$ cat config.mk
export PLATFORM = sky130hd
export DESIGN_NAME = bgn_layer_sequencer
export DESIGN_NICKNAME = d
export VERILOG_FILES = /design/src/rtl/bgn_layer_sequencer.sv
export SDC_FILE = /design/constraint.sdc
export NUM_CORES = 1
export LEC_CHECK = 0
export CAP_MARGIN = 10
export CORE_ASPECT_RATIO = 0.75
export CORE_MARGIN = 4
export CORE_UTILIZATION = 25
export CTS_CLUSTER_DIAMETER = 50
export CTS_CLUSTER_SIZE = 8
export DETAILED_ROUTE_END_ITERATION = 16
export GPL_TIMING_DRIVEN = 0
export PLACE_DENSITY = 0.51
export SLEW_MARGIN = 20
export SYNTH_ARGS = -nofsm -noshare
export SYNTH_HDL_FRONTEND = slang
export SYNTH_SLANG_ARGS = --single-unit
$ cat constraint.sdc
create_clock -name clock -period 3.15 [get_ports clock]
set_input_delay 0.63 -clock clock [delete_from_list [all_inputs] [get_ports clock]]
set_output_delay 0.63 -clock clock [all_outputs]
set_load 0.02 [all_outputs]
$ cat src/rtl/bgn_layer_sequencer.sv
// bgn_layer_sequencer: top-level control FSM for the bgn_inference accelerator.
// Accepts one inference on an ap_ctrl_chain handshake and launches each layer
// loop module in order. It also keeps latency and inference-count profiling
// registers and a sticky protocol-error flag.
// Optional feature: define BGN_SEQ_WATCHDOG_EN to enable the per-layer watchdog
// abort. With the macro undefined, timeout is tied to 0.
module bgn_layer_sequencer #(
  parameter int unsigned N_LAYERS   = 2,
  parameter int unsigned CNT_W      = 32,
  parameter int unsigned WDOG_LIMIT = 4096
) (
  input  logic                       clock,
  input  logic                       reset,
  input  logic                       ap_start,
  output logic                       ap_ready,
  output logic                       ap_done,
  output logic                       ap_idle,
  input  logic                       ap_continue,
  output logic [N_LAYERS-1:0]        layer_start,
  input  logic [N_LAYERS-1:0]        layer_ready,
  input  logic [N_LAYERS-1:0]        layer_done,
  output logic [$clog2(N_LAYERS):0]  cur_layer,
  output logic [CNT_W-1:0]           total_cycles,
  output logic [CNT_W-1:0]           infer_count,
  output logic                       protocol_err,
  output logic                       timeout
);

  localparam int unsigned IDX_W = $clog2(N_LAYERS) + 1;
  localparam logic [IDX_W-1:0] LAST_IDX = IDX_W'(N_LAYERS - 1);

  typedef enum logic [1:0] {
    S_IDLE   = 2'd0,
    S_LAUNCH = 2'd1,
    S_RUN    = 2'd2,
    S_DONE   = 2'd3
  } state_t;

  state_t                state, state_d;
  logic [IDX_W-1:0]      idx, idx_d;
  logic [CNT_W-1:0]      busy_cnt, busy_inc;
  logic [N_LAYERS-1:0]   idx_onehot, active_mask;
  logic                  busy, sel_ready, sel_done;
  logic                  start_accept, enter_done;
  logic                  stray_pulse, multi_done;
  logic                  wdog_expire;

  // Layer select and handshake qualification
  assign idx_onehot  = N_LAYERS'(1) << idx;
  assign busy        = (state == S_LAUNCH) || (state == S_RUN);
  assign active_mask = busy ? idx_onehot : '0;
  assign sel_ready   = |(layer_ready & idx_onehot);
  assign sel_done    = |(layer_done & idx_onehot);
  assign stray_pulse = |((layer_ready | layer_done) & ~active_mask);
  assign multi_done  = |(layer_done & (layer_done - N_LAYERS'(1)));
  assign busy_inc    = (&busy_cnt) ? busy_cnt : busy_cnt + CNT_W'(1);

  // Outputs are pure decodes of registered state (ap_ready also gates ap_start)
  assign ap_idle     = (state == S_IDLE);
  assign ap_ready    = (state == S_IDLE) && ap_start;
  assign ap_done     = (state == S_DONE);
  assign layer_start = (state == S_LAUNCH) ? idx_onehot : '0;
  assign cur_layer   = idx;

  // State and layer-index registers
  always_ff @(posedge clock or posedge reset) begin
    if (reset) begin
      state <= S_IDLE;
      idx   <= '0;
    end else begin
      state <= state_d;
      idx   <= idx_d;
    end
  end

  // Next-state logic; a layer's done (with or without ready) advances directly
  always_comb begin
    state_d      = state;
    idx_d        = idx;
    start_accept = 1'b0;
    enter_done   = 1'b0;
    case (state)
      S_IDLE: begin
        if (ap_start) begin
          state_d      = S_LAUNCH;
          idx_d        = '0;
          start_accept = 1'b1;
        end
      end
      S_LAUNCH, S_RUN: begin
        if (sel_done) begin
          if (idx == LAST_IDX) begin
            state_d    = S_DONE;
            enter_done = 1'b1;
          end else begin
            state_d = S_LAUNCH;
            idx_d   = idx + IDX_W'(1);
          end
        end else if (wdog_expire) begin
          state_d    = S_DONE;
          enter_done = 1'b1;
        end else if ((state == S_LAUNCH) && sel_ready) begin
          state_d = S_RUN;
        end
      end
      S_DONE: begin
        if (ap_continue) begin
          state_d = S_IDLE;
        end
      end
      default: state_d = S_IDLE;
    endcase
  end

  // Busy-cycle profiling, inference counter and sticky protocol error
  always_ff @(posedge clock or posedge reset) begin
    if (reset) begin
      busy_cnt     <= '0;
      total_cycles <= '0;
      infer_count  <= '0;
      protocol_err <= 1'b0;
    end else begin
      if (start_accept) begin
        busy_cnt <= '0;
      end else if (busy) begin
        busy_cnt <= busy_inc;
      end
      // busy_inc includes the cycle that takes us into DONE
      if (enter_done) begin
        total_cycles <= busy_inc;
      end
      if ((state == S_DONE) && ap_continue && !(&infer_count)) begin
        infer_count <= infer_count + CNT_W'(1);
      end
      if (stray_pulse || multi_done) begin
        protocol_err <= 1'b1;
      end
    end
  end

`ifdef BGN_SEQ_WATCHDOG_EN
  localparam int unsigned WD_W = $clog2(WDOG_LIMIT + 1);

  logic [WD_W-1:0] wdog_cnt;

  assign wdog_expire = busy && !sel_done && (wdog_cnt == WD_W'(WDOG_LIMIT - 1));

  // Per-layer cycle counter, restarted whenever a layer is launched
  always_ff @(posedge clock or posedge reset) begin
    if (reset) begin
      wdog_cnt <= '0;
      timeout  <= 1'b0;
    end else begin
      if (start_accept || (busy && sel_done)) begin
        wdog_cnt <= '0;
      end else if (busy) begin
        wdog_cnt <= wdog_cnt + WD_W'(1);
      end
      if (wdog_expire) begin
        timeout <= 1'b1;
      end
    end
  end
`else
  logic unused_wdog_limit;

  // Watchdog removed: never aborts
  assign wdog_expire       = 1'b0;
  assign timeout           = 1'b0;
  assign unused_wdog_limit = ^WDOG_LIMIT;
`endif

endmodule

==> results.toml, run 1 <==
[worst_setup_path]
cp_top_family = "buffers and inverters"
cp-end-kind = "primary output"
cp.required_ps = 2520
ff2ff_path_depth = 7
startpoint = "state[0]"
max_stage_delay_ps = 630
arrival_ps = 2230
r2r_slack_ps = 340
r2r_start = "busy_cnt[25]"
crit_end = "ap_ready"
worstSetupPathDepth = 5
path_cells = "inv_1 -> ha_1 -> nand2_1 -> clkinvlp_4 -> clkdlybuf4s50_1"
timing.rr.end = "total_cycles[11]"
slowest_stage = "clkdlybuf4s50_1"
cp_num_buf_inv = 3
crit_path_start_kind = "flip-flop"
crit_type = "flip-flop to primary output"
critPathMaxFanout = 14

[global_routing]
grt_max_degree = 31
grt_use_total_pct = 13.33
antenna_found_initial = 0
grt_pass1_wl_um = 25550
grt_pass1_vias = 4558
grt_remaining_overflow = 0

[hold_path]
hold_path_class = "flip-flop to flip-flop"

[sta]
hold_violations = 0
fmax_mhz = 349.2
skew_ps = 11.02
whs_ps = 476.6
rsz0062_at_grt = "no"
post-route-period-util_pct = 90.91
setup_viol = 0
slew_headroom_pct = 44.39
slew_violations = 0
finalCriticalPeriod_ps = 2864
tightest_slew_ps = 826.5

[clock_network]
cts_buffer_depth = 2
cts.clk_slew.worst_paths_ps = 80
cts_tree = "done"
insertion_delay_ps = 350
h-tree-depth = 3
cts.sinks = 101
cts_buffers = 9
postCtsSetupBuffers = 0
cts_root_buf = "clkbuf_16"

[cells_and_area]
num-fill-cells = 2247
finalInstanceArea_mm2 = 0.006892
area_growth_pct = 28.24
final_cell_mix = "dfrtp_1 (101), clkdlybuf4s50_1 (79), o21ai_0 (57)"
drive_gt1_share_pct = 7.059
diodes = 0
final_cells = 968
nets = 691
final_common_cell = "dfrtp_1"
post-route-util_pct = 32.63

[power]
p_leak_nw = 2.710
ir_drop_mv = 0.3411
power_density_mw_per_mm2 = 751.2

[synth]
synth_cell_type_count = 43
synth_edf_count = 0
netlist_instances = 583
avgSynthCellArea_um2 = 9.218
synthArstFlopShare_pct = 100.0
yosys_warnings = 0
netlist_area_mm2 = 0.005374
synth-seq-cells = 101
synth_seq_area_share_pct = 47.03
synth_ff_type = "dfrtp_1"
syn_nets = 599

[place]
hpwl_um = 11340
placed_cell_area_mm2 = 0.006596
numPortBuffers = 79
gp_congestion = 0.7850
dp.cells = 953

[floorplanning]
dieWidth_um = 177.3
dieArea_mm2 = 0.02393
io_pins = 81
start_util_pct = 25.44
coreArea_mm2 = 0.02112
rows = 46
fp.dieH_um = 135.0

[routing]
drcViolationCount = 0
routed_wl_um = 15450
wl_per_cell_um = 15.96
ant_nets = 0
drt_pre_antenna_iters = 4
drtIter0Drc = 302
num_vias = 4689
viasPerCell = 4.844

[job]
max_cap_viol_count = 0

[status]
status = "completed"
Yosys cell counts (8+ instances only):
cell,n,area share [%]
a21oi_1,30,2.8
a31oi_1,28,3.3
and2_1,8,0.93
and3_1,9,1.0
and4_1,10,1.6
buf_2,8,0.75
clkbuf_1,24,1.7
dfrtp_1,101,47
ha_1,8,1.9
inv_1,14,0.98
nand2_1,38,2.7
nand3_1,28,2.6
nand4_1,23,2.7
nor2_1,42,2.9
nor3_1,9,0.84
nor4_1,10,1.2
o21ai_0,57,5.3
o31ai_1,8,1.1
or3_1,49,5.7
or4_1,8,1.1
xnor2_1,10,1.6
xor2_1,25,4.1
tightest hold or removal path: stages (launching register included):
cell and delay (ps):
dfrtp_1 350, a211oi_1 50, nand2_1 50
sequential cells by signal (all words and copies together), names as in the netlist:
signal / cells
busy_cnt: 32
infer_count: 32
total_cycles: 32
cur_layer: 2
state: 2
protocol_err: 1
per-stage QoR:
step                setup TNS (ps)  power, mW  worst slack [ps]
floorplan                        0      3.073             879.9
global placement            -44.70      4.087            -44.70
detailed placement          -31.25      4.109            -31.25
CTS                              0      5.274             101.9
global route                     0      5.564             51.41
finish                           0      5.177             286.2
final cells by class:
type | instances | area, um^2 | area share, %
plain buffers | 33 | 138.9 | 2.015
clock buffers | 9 | 225.2 | 3.268
clock inverters | 7 | 67.56 | 0.9804
inverters | 14 | 60.06 | 0.8715
multi-input cells | 434 | 2654 | 38.51
flip-flops and latches | 101 | 2527 | 36.67
well taps | 288 | 360.3 | 5.229
repair buffers | 82 | 858.3 | 12.45
where the power goes:
part           internal, mW  leakage, nW  switching, mW
registers              1.60         1.32          0.235
clock network         0.555        0.140          0.557
logic                 0.886         1.25           1.34
total                  3.04         2.71           2.14
cells by family after synthesis:
| group | after synthesis | share of synthesized area, % |
|---|---|---|
| and+or+nand+nor | 250 | 26.38 |
| AOI/OAI and AO/OA | 134 | 14.16 |
| buffers and inverters | 48 | 3.632 |
| DFF | 101 | 47.03 |
| other | 1 | 0.06978 |
| muxes | 6 | 1.164 |
| adders and majority gates | 8 | 1.863 |
| xor gates and xnor gates | 35 | 5.704 |
worst min-delay path by stage:
stage / from / slack (ps) / cells after the start / to
floorplan: state[1] / 510 / 1 / state[1]
global placement: protocol_err / 460 / 2 / protocol_err
detailed placement: protocol_err / 460 / 2 / protocol_err
CTS: protocol_err / 480 / 2 / protocol_err
global route: infer_count[12] / 520 / 1 / infer_count[12]
finish: protocol_err / 480 / 2 / protocol_err
timing repair:
action / 4_1_cts / 5_1_grt
setup endpoints to repair: 1 / 10
hold buffers: 0 / 0
resized for setup: 0 / 2
hold endpoints to repair: 0 / 0
layer usage:
| layer | vias up | part of all wire [%] | global-route usage, % | wire [um] |
|---|---|---|---|---|
| li1 | 2333 | - | - | - |
| met1 | 2239 | 54 | 21.12 | 8359 |
| met2 | 104 | 40 | 18.15 | 6111 |
| met3 | 13 | 5.4 | 3.247 | 838 |
| met4 | 0 | 0.89 | 2.705 | 137 |
| met5 | - | 0 | 0 | 0 |
(Power assumes the default switching activity.)
==> run 2, diff against run 1 <==
--- a/config.mk
+++ b/config.mk
@@ -5,12 +5,12 @@
 export SDC_FILE = /design/constraint.sdc
 export NUM_CORES = 1
 export LEC_CHECK = 0
-export CAP_MARGIN = 10
+export CAP_MARGIN = 20
 export CORE_ASPECT_RATIO = 0.75
 export CORE_MARGIN = 4
 export CORE_UTILIZATION = 25
 export CTS_CLUSTER_DIAMETER = 50
-export CTS_CLUSTER_SIZE = 8
+export CTS_CLUSTER_SIZE = 16
 export DETAILED_ROUTE_END_ITERATION = 16
 export GPL_TIMING_DRIVEN = 0
 export PLACE_DENSITY = 0.51
==> results.toml, run 2 (synthesis gave the netlist of run 1 again) <==
[worst_setup_path]
cp.required_ps = 2520
crit_type = "flip-flop to primary output"
r2r_slack_ps = 340
slowest_stage = "clkdlybuf4s50_1"
cp-end-kind = "primary output"
path_cells = "inv_1 -> ha_1 -> nand2_1 -> clkinvlp_4 -> clkdlybuf4s50_1"
arrival_ps = 2230
critPathMaxFanout = 14
r2r_start = "busy_cnt[25]"
max_stage_delay_ps = 630
ff2ff_path_depth = 7
timing.rr.end = "total_cycles[11]"
crit_path_start_kind = "flip-flop"

[cells_and_area]
multi_input_area_mm2 = 0.002654
nets = 691
final_cells = 968
drive_gt1_share_pct = 7.059
reg_top3 = "busy_cnt (32), infer_count (32), total_cycles (32)"
area_growth_pct = 28.24
diodes = 0
final_cell_mix = "dfrtp_1 (101), clkdlybuf4s50_1 (79), o21ai_0 (57)"
num-fill-cells = 2247
regArea_mm2 = 0.002527
final_common_cell = "dfrtp_1"
finalInstanceArea_mm2 = 0.006892

[hold_path]
holdPathEnd = "protocol_err"
hold_path_class = "flip-flop to flip-flop"
whs_path_depth = 2
worstHoldStart = "protocol_err"

[sta]
fmax_mhz = 349.2
rsz0062_at_grt = "no"
slew_headroom_pct = 44.39
whs_ps = 476.6
setup_slack_ps = 286.2
finalCriticalPeriod_ps = 2864
slew_violations = 0
hold_violations = 0
setup_viol = 0
skew_ps = 11.02
tightest_slew_ps = 826.5
post-route-period-util_pct = 90.91

[floorplanning]
dieArea_mm2 = 0.02393
dieWidth_um = 177.3
io_pins = 81
coreArea_mm2 = 0.02112
start_util_pct = 25.44
fp.dieH_um = 135.0
rows = 46

[routing]
routed_wl_um = 15450
drtIter0Drc = 302
num_vias = 4689
viasPerCell = 4.844
drt_pre_antenna_iters = 4
wl_per_cell_um = 15.96
ant_nets = 0
drcViolationCount = 0

[power]
p_switching_mw = 2.136
p_comb_share_pct = 43.1
power_frac_seq_pct = 35.5
p_int_mw = 3.041
power_density_mw_per_mm2 = 751.2
p_clk_share_pct = 21.5
p_leak_nw = 2.710
p_sw_share_pct = 41.25
ir_drop_mv = 0.3411

[place]
numPortBuffers = 79
dp.cells = 953
placed_cell_area_mm2 = 0.006596
gp_congestion = 0.7850
hpwl_um = 11340
place_ws_ps = -31.25

[job]
max_cap_viol_count = 0

[clock_network]
cts.sinks = 101
h-tree-depth = 3
cts_buffer_depth = 2
cts_tree = "done"
insertion_delay_ps = 350
cts_root_buf = "clkbuf_16"
cts.clk_slew.worst_paths_ps = 80
cts_buffers = 9

[status]
status = "completed"

[global_routing]
grt_max_degree = 31
grt_pass1_vias = 4558
grt_use_total_pct = 13.33
antenna_found_initial = 0
grt_pass1_wl_um = 25550
grt_remaining_overflow = 0
## run 2: cell counts in the layout (fill, tap and decap cells not counted)
Identical to the previous run, type by type.
## run 2: worst max-delay path by stage
stage	start	endpoint	slack [ps]	cells past startpoint
5_1_grt	busy_cnt[25]	total_cycles[5]	50	7
2_1_floorplan	infer_count[26]	infer_count[21]	880	6
3_3_place_gp	ap_start	ap_ready	-40	5
6_report	state[0]	ap_ready	290	5
4_1_cts	state[0]	ap_ready	100	5
3_5_place_dp	ap_start	ap_ready	-30	5
## run 2: cell type report
type / instances / share of cell area (%)
Multi-Input combinational cell: 434 / 38.51
Clock inverter: 7 / 0.9804
Inverter: 14 / 0.8715
Tap cell: 288 / 5.229
Timing Repair Buffer: 82 / 12.45
Sequential cell: 101 / 36.67
Clock buffer: 9 / 3.268
Buffer: 33 / 2.015
## run 2: routing by layer
metal	track usage (%)	wire (um)
met3	3.247	838
met2	18.15	6111
met1	21.12	8359
met4	2.705	137
met5	0	0
## run 2: power groups by stage
stage	Clock (mW)	Sequential (mW)	Combinational, mW
finish	1.11	1.84	2.23
global route	1.21	1.89	2.46
CTS	1.18	1.84	2.26
detailed placement	0	1.86	2.25
global placement	0	1.86	2.23
floorplan	0	2.13	0.945
## run 2: timing repair
action                     4_1_cts  5_1_grt
setup endpoints to repair        1       10
resized for setup                0        2
setup buffers                    0        0
hold buffers                     0        0
## run 2: metrics by stage
stage | power, mW | utilization [%] | TNS (ps)
floorplan | 3.073 | - | 0
global placement | 4.087 | 30.91 | -44.70
detailed placement | 4.109 | 31.23 | -31.25
CTS | 5.274 | 32.60 | 0
global route | 5.564 | 32.63 | 0
finish | 5.177 | 32.63 | 0
## run 2: critical path: cells and delay by family, from the launching register on
kind	cells	cell delay, ps
fa+ha+maj	1	250
simple gates	1	200
flops	1	390
buf+inv	3	1030
